## src/rtl/gpio_cfg_serializer_if.sv

```systemverilog
// Bundle of the request, config-fetch and serial-chain signals for gpio_cfg_serializer.
// master: the housekeeping side (drives xfer_start, returns config words, optional bit-bang pins).
// slave : the serializer engine (drives busy/done, fetch indices and the serial_* pins).
// Optional macro GPIO_CFG_BITBANG_EN adds the bb_* bit-bang override signals.
interface gpio_cfg_serializer_if #(
   parameter int unsigned CFG_W = 13
);
   logic             xfer_start;
   logic             xfer_busy;
   logic             xfer_done;
   logic [5:0]       cfg_rd_idx_1;
   logic [5:0]       cfg_rd_idx_2;
   logic [CFG_W-1:0] cfg_rd_data_1;
   logic [CFG_W-1:0] cfg_rd_data_2;
   logic             serial_clock;
   logic             serial_load;
   logic             serial_resetn;
   logic             serial_data_1;
   logic             serial_data_2;
`ifdef GPIO_CFG_BITBANG_EN
   logic             bb_enable;
   logic             bb_clock;
   logic             bb_load;
   logic             bb_resetn;
   logic             bb_data_1;
   logic             bb_data_2;

   modport master (
      output xfer_start, cfg_rd_data_1, cfg_rd_data_2,
      output bb_enable, bb_clock, bb_load, bb_resetn, bb_data_1, bb_data_2,
      input  xfer_busy, xfer_done, cfg_rd_idx_1, cfg_rd_idx_2,
      input  serial_clock, serial_load, serial_resetn, serial_data_1, serial_data_2
   );
   modport slave (
      input  xfer_start, cfg_rd_data_1, cfg_rd_data_2,
      input  bb_enable, bb_clock, bb_load, bb_resetn, bb_data_1, bb_data_2,
      output xfer_busy, xfer_done, cfg_rd_idx_1, cfg_rd_idx_2,
      output serial_clock, serial_load, serial_resetn, serial_data_1, serial_data_2
   );
`else
   modport master (
      output xfer_start, cfg_rd_data_1, cfg_rd_data_2,
      input  xfer_busy, xfer_done, cfg_rd_idx_1, cfg_rd_idx_2,
      input  serial_clock, serial_load, serial_resetn, serial_data_1, serial_data_2
   );
   modport slave (
      input  xfer_start, cfg_rd_data_1, cfg_rd_data_2,
      output xfer_busy, xfer_done, cfg_rd_idx_1, cfg_rd_idx_2,
      output serial_clock, serial_load, serial_resetn, serial_data_1, serial_data_2
   );
`endif
endinterface

```

## src/rtl/gpio_cfg_serializer.sv

```systemverilog
// Serial-load engine for the two user GPIO control chains.
// Fetches one config word per chain per pad (farthest pad first), shifts both words
// MSB first on serial_data_1/2 with a divided serial_clock, then pulses serial_load.
// Ports:
//   wb_clk_i, wb_rst_i : system clock, synchronous active-high reset
//   bus (slave)        : xfer_start/busy/done, cfg_rd_idx_*/cfg_rd_data_*, serial_* pins
// Optional macro GPIO_CFG_BITBANG_EN: bb_* inputs override the serial_* pins (registered)
// and abort any transfer in progress.
module gpio_cfg_serializer #(
   parameter int unsigned PADS  = 19,
   parameter int unsigned CFG_W = 13,
   parameter int unsigned DIV   = 4
) (
   input logic                wb_clk_i,
   input logic                wb_rst_i,
   gpio_cfg_serializer_if.slave bus
);
   localparam int unsigned KW = $clog2(PADS + 1);
   localparam int unsigned BW = $clog2(CFG_W + 1);
   localparam int unsigned CW = $clog2(DIV + 1);

   typedef enum logic [2:0] {
      IDLE, FETCH, LATCH, SHIFT_LO, SHIFT_HI, LOAD_HI, LOAD_LO
   } state_t;

   state_t           state_q;
   logic [KW-1:0]    k_q;
   logic [BW-1:0]    b_q;
   logic [CW-1:0]    cnt_q;
   logic [CFG_W-1:0] sh1_q;
   logic [CFG_W-1:0] sh2_q;
   logic             busy_q;
   logic             done_q;
   logic [5:0]       idx1_q;
   logic [5:0]       idx2_q;
   logic             sclk_q;
   logic             sload_q;
   logic             sresetn_q;
   logic             sd1_q;
   logic             sd2_q;
   logic             cnt_last_c;

   // Last cycle of a DIV-long timed state
   assign cnt_last_c = (cnt_q == CW'(DIV - 1));

   assign bus.xfer_busy     = busy_q;
   assign bus.xfer_done     = done_q;
   assign bus.cfg_rd_idx_1  = idx1_q;
   assign bus.cfg_rd_idx_2  = idx2_q;
   assign bus.serial_clock  = sclk_q;
   assign bus.serial_load   = sload_q;
   assign bus.serial_resetn = sresetn_q;
   assign bus.serial_data_1 = sd1_q;
   assign bus.serial_data_2 = sd2_q;

   // Engine FSM; every output is set on entry to the state that owns it
   always_ff @(posedge wb_clk_i) begin
      if (wb_rst_i) begin
         state_q   <= IDLE;
         k_q       <= '0;
         b_q       <= '0;
         cnt_q     <= '0;
         sh1_q     <= '0;
         sh2_q     <= '0;
         busy_q    <= 1'b0;
         done_q    <= 1'b0;
         idx1_q    <= '0;
         idx2_q    <= '0;
         sclk_q    <= 1'b0;
         sload_q   <= 1'b0;
         sresetn_q <= 1'b0;
         sd1_q     <= 1'b0;
         sd2_q     <= 1'b0;
      end else begin
         done_q    <= 1'b0;
         sresetn_q <= 1'b1;
`ifdef GPIO_CFG_BITBANG_EN
         if (bus.bb_enable) begin
            // Bit-bang owns the pins; drop any transfer silently
            state_q   <= IDLE;
            busy_q    <= 1'b0;
            sclk_q    <= bus.bb_clock;
            sload_q   <= bus.bb_load;
            sresetn_q <= bus.bb_resetn;
            sd1_q     <= bus.bb_data_1;
            sd2_q     <= bus.bb_data_2;
         end else
`endif
         begin
            case (state_q)
               IDLE: begin
                  sclk_q  <= 1'b0;
                  sload_q <= 1'b0;
                  sd1_q   <= 1'b0;
                  sd2_q   <= 1'b0;
                  if (bus.xfer_start) begin
                     busy_q  <= 1'b1;
                     k_q     <= '0;
                     idx1_q  <= 6'(PADS - 32'd1);
                     idx2_q  <= 6'(PADS);
                     state_q <= FETCH;
                  end
               end
               FETCH: state_q <= LATCH;
               LATCH: begin
                  // Present the MSB now, keep the rest left-aligned for later bits
                  sd1_q   <= bus.cfg_rd_data_1[CFG_W-1];
                  sd2_q   <= bus.cfg_rd_data_2[CFG_W-1];
                  sh1_q   <= bus.cfg_rd_data_1 << 1;
                  sh2_q   <= bus.cfg_rd_data_2 << 1;
                  b_q     <= BW'(CFG_W - 1);
                  cnt_q   <= '0;
                  sclk_q  <= 1'b0;
                  state_q <= SHIFT_LO;
               end
               SHIFT_LO: begin
                  if (cnt_last_c) begin
                     cnt_q   <= '0;
                     sclk_q  <= 1'b1;
                     state_q <= SHIFT_HI;
                  end else begin
                     cnt_q <= cnt_q + CW'(1);
                  end
               end
               SHIFT_HI: begin
                  if (cnt_last_c) begin
                     cnt_q  <= '0;
                     sclk_q <= 1'b0;
                     if (b_q != '0) begin
                        b_q     <= b_q - BW'(1);
                        sd1_q   <= sh1_q[CFG_W-1];
                        sd2_q   <= sh2_q[CFG_W-1];
                        sh1_q   <= sh1_q << 1;
                        sh2_q   <= sh2_q << 1;
                        state_q <= SHIFT_LO;
                     end else if (k_q != KW'(PADS - 1)) begin
                        // Next pad: chain 1 walks down, chain 2 walks up
                        k_q     <= k_q + KW'(1);
                        idx1_q  <= 6'(PADS - 32'd2 - 32'(k_q));
                        idx2_q  <= 6'(PADS + 32'd1 + 32'(k_q));
                        state_q <= FETCH;
                     end else begin
                        sd1_q   <= 1'b0;
                        sd2_q   <= 1'b0;
                        sload_q <= 1'b1;
                        state_q <= LOAD_HI;
                     end
                  end else begin
                     cnt_q <= cnt_q + CW'(1);
                  end
               end
               LOAD_HI: begin
                  if (cnt_last_c) begin
                     cnt_q   <= '0;
                     sload_q <= 1'b0;
                     state_q <= LOAD_LO;
                  end else begin
                     cnt_q <= cnt_q + CW'(1);
                  end
               end
               LOAD_LO: begin
                  if (cnt_last_c) begin
                     cnt_q   <= '0;
                     done_q  <= 1'b1;
                     busy_q  <= 1'b0;
                     state_q <= IDLE;
                  end else begin
                     cnt_q <= cnt_q + CW'(1);
                  end
               end
               default: state_q <= IDLE;
            endcase
         end
      end
   end
endmodule

```

## src/flat_wrapper.sv

```systemverilog
// flat-port wrapper written by rule: the top's interface ports become plain ports
module gpio_cfg_serializer_flat 
#(
   parameter int unsigned PADS  = 19,
   parameter int unsigned CFG_W = 13,
   parameter int unsigned DIV   = 4
)
  (wb_clk_i, wb_rst_i, bus_xfer_start, bus_cfg_rd_data_1, bus_cfg_rd_data_2, bus_xfer_busy, bus_xfer_done, bus_cfg_rd_idx_1, bus_cfg_rd_idx_2, bus_serial_clock, bus_serial_load, bus_serial_resetn, bus_serial_data_1, bus_serial_data_2);
  gpio_cfg_serializer_if #(.CFG_W(CFG_W)) bus_i ();
  input logic wb_clk_i;
  input logic wb_rst_i;
  input wire logic [$bits(bus_i.xfer_start)-1:0] bus_xfer_start;
  input wire logic [$bits(bus_i.cfg_rd_data_1)-1:0] bus_cfg_rd_data_1;
  input wire logic [$bits(bus_i.cfg_rd_data_2)-1:0] bus_cfg_rd_data_2;
  output wire logic [$bits(bus_i.xfer_busy)-1:0] bus_xfer_busy;
  output wire logic [$bits(bus_i.xfer_done)-1:0] bus_xfer_done;
  output wire logic [$bits(bus_i.cfg_rd_idx_1)-1:0] bus_cfg_rd_idx_1;
  output wire logic [$bits(bus_i.cfg_rd_idx_2)-1:0] bus_cfg_rd_idx_2;
  output wire logic [$bits(bus_i.serial_clock)-1:0] bus_serial_clock;
  output wire logic [$bits(bus_i.serial_load)-1:0] bus_serial_load;
  output wire logic [$bits(bus_i.serial_resetn)-1:0] bus_serial_resetn;
  output wire logic [$bits(bus_i.serial_data_1)-1:0] bus_serial_data_1;
  output wire logic [$bits(bus_i.serial_data_2)-1:0] bus_serial_data_2;
  assign bus_i.xfer_start = bus_xfer_start;
  assign bus_i.cfg_rd_data_1 = bus_cfg_rd_data_1;
  assign bus_i.cfg_rd_data_2 = bus_cfg_rd_data_2;
  assign bus_xfer_busy = bus_i.xfer_busy;
  assign bus_xfer_done = bus_i.xfer_done;
  assign bus_cfg_rd_idx_1 = bus_i.cfg_rd_idx_1;
  assign bus_cfg_rd_idx_2 = bus_i.cfg_rd_idx_2;
  assign bus_serial_clock = bus_i.serial_clock;
  assign bus_serial_load = bus_i.serial_load;
  assign bus_serial_resetn = bus_i.serial_resetn;
  assign bus_serial_data_1 = bus_i.serial_data_1;
  assign bus_serial_data_2 = bus_i.serial_data_2;
  gpio_cfg_serializer #(.PADS(PADS), .CFG_W(CFG_W), .DIV(DIV)) u_core (.wb_clk_i(wb_clk_i), .wb_rst_i(wb_rst_i), .bus(bus_i));
endmodule
```

## config.mk

```make
export PLATFORM = sky130hd
export DESIGN_NAME = gpio_cfg_serializer_flat
export DESIGN_NICKNAME = d
export VERILOG_FILES = /design/src/rtl/gpio_cfg_serializer_if.sv /design/src/rtl/gpio_cfg_serializer.sv /design/src/flat_wrapper.sv
export SDC_FILE = /design/constraint.sdc
export NUM_CORES = 1
export LEC_CHECK = 0
export BUFFER_PORTS_ARGS = -buffer_cell sky130_fd_sc_hd__buf_2
export CAP_MARGIN = 20
export CORE_AREA = 2 2 76 78
export CTS_CLUSTER_DIAMETER = 50
export DETAILED_ROUTE_END_ITERATION = 6
export DIE_AREA = 0 0 78 80
export PLACE_DENSITY = 0.77
export SLEW_MARGIN = 20
export SYNTH_ARGS = -nofsm -noshare
export SYNTH_HDL_FRONTEND = slang
export SYNTH_SLANG_ARGS = --single-unit
```

## constraint.sdc

```tcl
create_clock -name wb_clk_i -period 2.5 [get_ports wb_clk_i]
set_clock_uncertainty 0.2 [all_clocks]
set_input_delay 0.5 -clock wb_clk_i [delete_from_list [all_inputs] [get_ports wb_clk_i]]
set_output_delay 0.5 -clock wb_clk_i [all_outputs]
set_load 0.02 [all_outputs]
```

==> run summary <==
die height: 80 um
fin util: 60.3%
total power: 1.78 mW
CP max stage delay: 0.54 ns
Final Cell Area: 3260 um^2
final wirelength: 6.92 mm
ANT cells: 0
Post-synth EDFFs: 0
total gr overflow: 0
post-layout net count: 408
clk_lat worst skew: 0.31 ns
Clock Tree Root: clkbuf_8
Reg-to-Reg Start: u_core.k_q[2]
first-pass GRT wire length: 11.6 mm
Seq pwr share: 53.7%
DP Area: 3150 um^2
Top FF cell, synth: dfxtp_1
# clock sinks: 56
num ports: 48
Setup TNS: 0 ns
Period minus WS final: 2.23 ns
Worst EP arrival: 2.26 ns
core box area: 5410 um^2
largest net degree at the start of global routing: 35
Syn. warnings: 0
Max rail drop VDD: 0.000410 V
drt drc: 0
crit path to: u_core.k_q[3]
Gate power share: 12.6%
Fillers: 498
r2r worst-path depth: 6
initial core utilization: 52.8%
Worst R2R Setup Slack: 0.27 ns
Worst-path clk slew: 0.10 ns
worst slew pin tran: 0.535 ns
PostCTS Resize Cnt: 0
post-route non-filler standard cell count: 444
area growth from synthesis to layout: 14.1%
first-iteration detailed-routing DRC count: 148
Worst Path Max Fanout: 13
CTS tree: yes
RD Place Congestion: 0.851
Worst Setup SP: u_core.k_q[2]
RSZ-0062 raised after global routing: false
detailed-placement wirelength estimate: 4.71 mm
vias in the first global route: 2,444
net count after synthesis: 370
startpoint types: register
Critical Path Sink Type: register
die width: 78 um
Crit path required time: 2.52 ns
cell taking the most area after synthesis: dfxtp_1
Core Rows: 27
Syn Area/Cell: 8.57 um^2
total vias in the final route: 2,574
Yosys top cell area share: 39.3%
register area share after synthesis: 39.3%
Synth Instances: 333
CP cell instances: inv_1 -> ha_1 -> nand3_1 -> and4_1 -> a31oi_1 -> a311oi_1
Hold WC Path Type: input port to register
first-pass detailed-route iteration total: 4
Int Power: 1.31 mW
clock power share: 33.7%
net switching power: 468 uW
multi-input logic area: 1550 um^2
Leak Pwr: 1.41 nW
clk buf depth: 2
crit path kind: register to register
max-slew violations: 0
overall fraction of global-route tracks in use: 23.1%
outcome: finished clean
switching share of power: 26.3%
#FFs+latches synth: 56
PwrDens: 546 nW/um^2
Reg area: 1120 um^2
most frequent cell after synthesis: dfxtp_1
Vias/cell: 5.80
Unique masters post-synth: 47
Final Hold Vio Count: 0
CTS H-tree lvls: 2
residual antenna-violating net count after detailed routing: 0
CP max-delay cell: and4_1
Inst Count DP: 436
r2r endpoint: u_core.k_q[3]
Die Footprint: 6240 um^2
PortBufs: 47
final worst-path cycle share: 89.4%
leading cell types by count after synthesis: dfxtp_1, nand2_1, o21ai_0
CTS Buf Count: 5
hold buffer count at cts: 0
max_cap viols: 0
layout cell share with drive strength beyond 1: 20.4%
ys async rst share: 0%
fmax: 0.448 GHz
DR WL/cell: 15.6 um
initial antenna violation count: 0
Final Setup Violations: 0
post-CTS setup buffers: 0
max_slew headroom: 64.1%
Syn Std Cell Area: 2860 um^2
Area contributors post-synth: dfxtp_1, mux2i_1, or4_1
worst max-delay path: cells and delay by family, from the launching register on:
kind | cells | cell delay, ns
adders and majority gates | 1 | 0.23
and+or+nand+nor | 2 | 0.72
DFF | 1 | 0.44
buffers and inverters | 1 | 0.14
AOI/OAI and AO/OA | 2 | 0.42
through the flow:
step / worst slack, ns / hold slack, ns
finish: 0.265 / 0.224
detailed placement: 0.326 / 0.249
global placement: 0.373 / 0.242
global route: 0.0751 / 0.220
floorplan: 0.504 / 0.235
CTS: 0.294 / 0.222
metal layers:
layer  share of wire, %  track usage, %
met1                 47            30.5
met2                 48            37.9
met3                3.6            4.07
met4                1.1            8.42
met5                  0               0
state kept, by name, summed over array words and instances, names as in the netlist, 3 cells and up:
name and count:
u_core.cnt_q 3, u_core.sh2_q 12, u_core.b_q 4, u_core.state_q 3, u_core.bus.cfg_rd_idx_2 6, u_core.sh1_q 12
u_core.k_q 4, u_core.bus.cfg_rd_idx_1 5
placed cells by master, fill, tap and decap left out, types with 5 or more instances in the layout:
master    synthesis  layout
nand3_1          12      12
dfxtp_1          56      56
clkbuf_8          0       5
or4_1            23      23
ha_1              8       8
nor3_1            7       7
mux2i_1          23      23
o21ai_0          34      34
buf_4             3      16
buf_2             6      47
inv_1             8       8
nand2_1          36      36
nor2_1           13      13
a21oi_1          18      18
nand4_1           8       8
layout make-up:
class / count / share of cell area, %
multi-input combinational: 237 / 47.6
sequential: 56 / 34.4
timing repair buffer: 63 / 10.9
tap: 72 / 2.76
clock buffer: 5 / 2.11
clock inverter: 3 / 1.31
inverter: 8 / 0.922
power by group through the flow:
| stage | Clock (mW) | Combinational [mW] | Sequential, mW |
|---|---|---|---|
| after floorplan | 0 | 0.137 | 0.981 |
| after global placement | 0 | 0.219 | 0.975 |
| after detailed placement | 0 | 0.223 | 0.976 |
| after CTS | 0.610 | 0.225 | 0.956 |
| after global routing | 0.644 | 0.248 | 0.962 |
| final | 0.600 | 0.224 | 0.956 |
how the worst min path moves through the flow:
stage                                     from               end  slack, ns  cells after the start
after detailed placement       u_core.sh2_q[3]   u_core.sh2_q[3]       0.25                      2
after global routing      bus_cfg_rd_data_1[0]   u_core.sh1_q[1]       0.22                      3
after CTS                 bus_cfg_rd_data_2[0]   u_core.sh2_q[1]       0.22                      3
final                     bus_cfg_rd_data_1[0]   u_core.sh1_q[1]       0.22                      3
after global placement         u_core.sh2_q[9]   u_core.sh2_q[9]       0.24                      2
after floorplan               u_core.sh1_q[10]  u_core.sh1_q[10]       0.24                      2
logic make-up (layout without fill, tap and decap cells):
| logic type | Yosys count | count (layout) | share of synthesized area (%) |
|---|---|---|---|
| AO/OA/AOI/OAI | 80 | 80 | 17.5 |
| XOR/XNOR | 6 | 6 | 1.84 |
| adder cells (fa/ha/maj) | 8 | 8 | 3.51 |
| buffers and inverters | 40 | 79 | 6.44 |
| flip-flops | 56 | 56 | 39.3 |
| multiplexers | 23 | 23 | 8.06 |
| AND/OR/NAND/NOR | 120 | 120 | 23.4 |
Power figures use the tool's default switching activity.
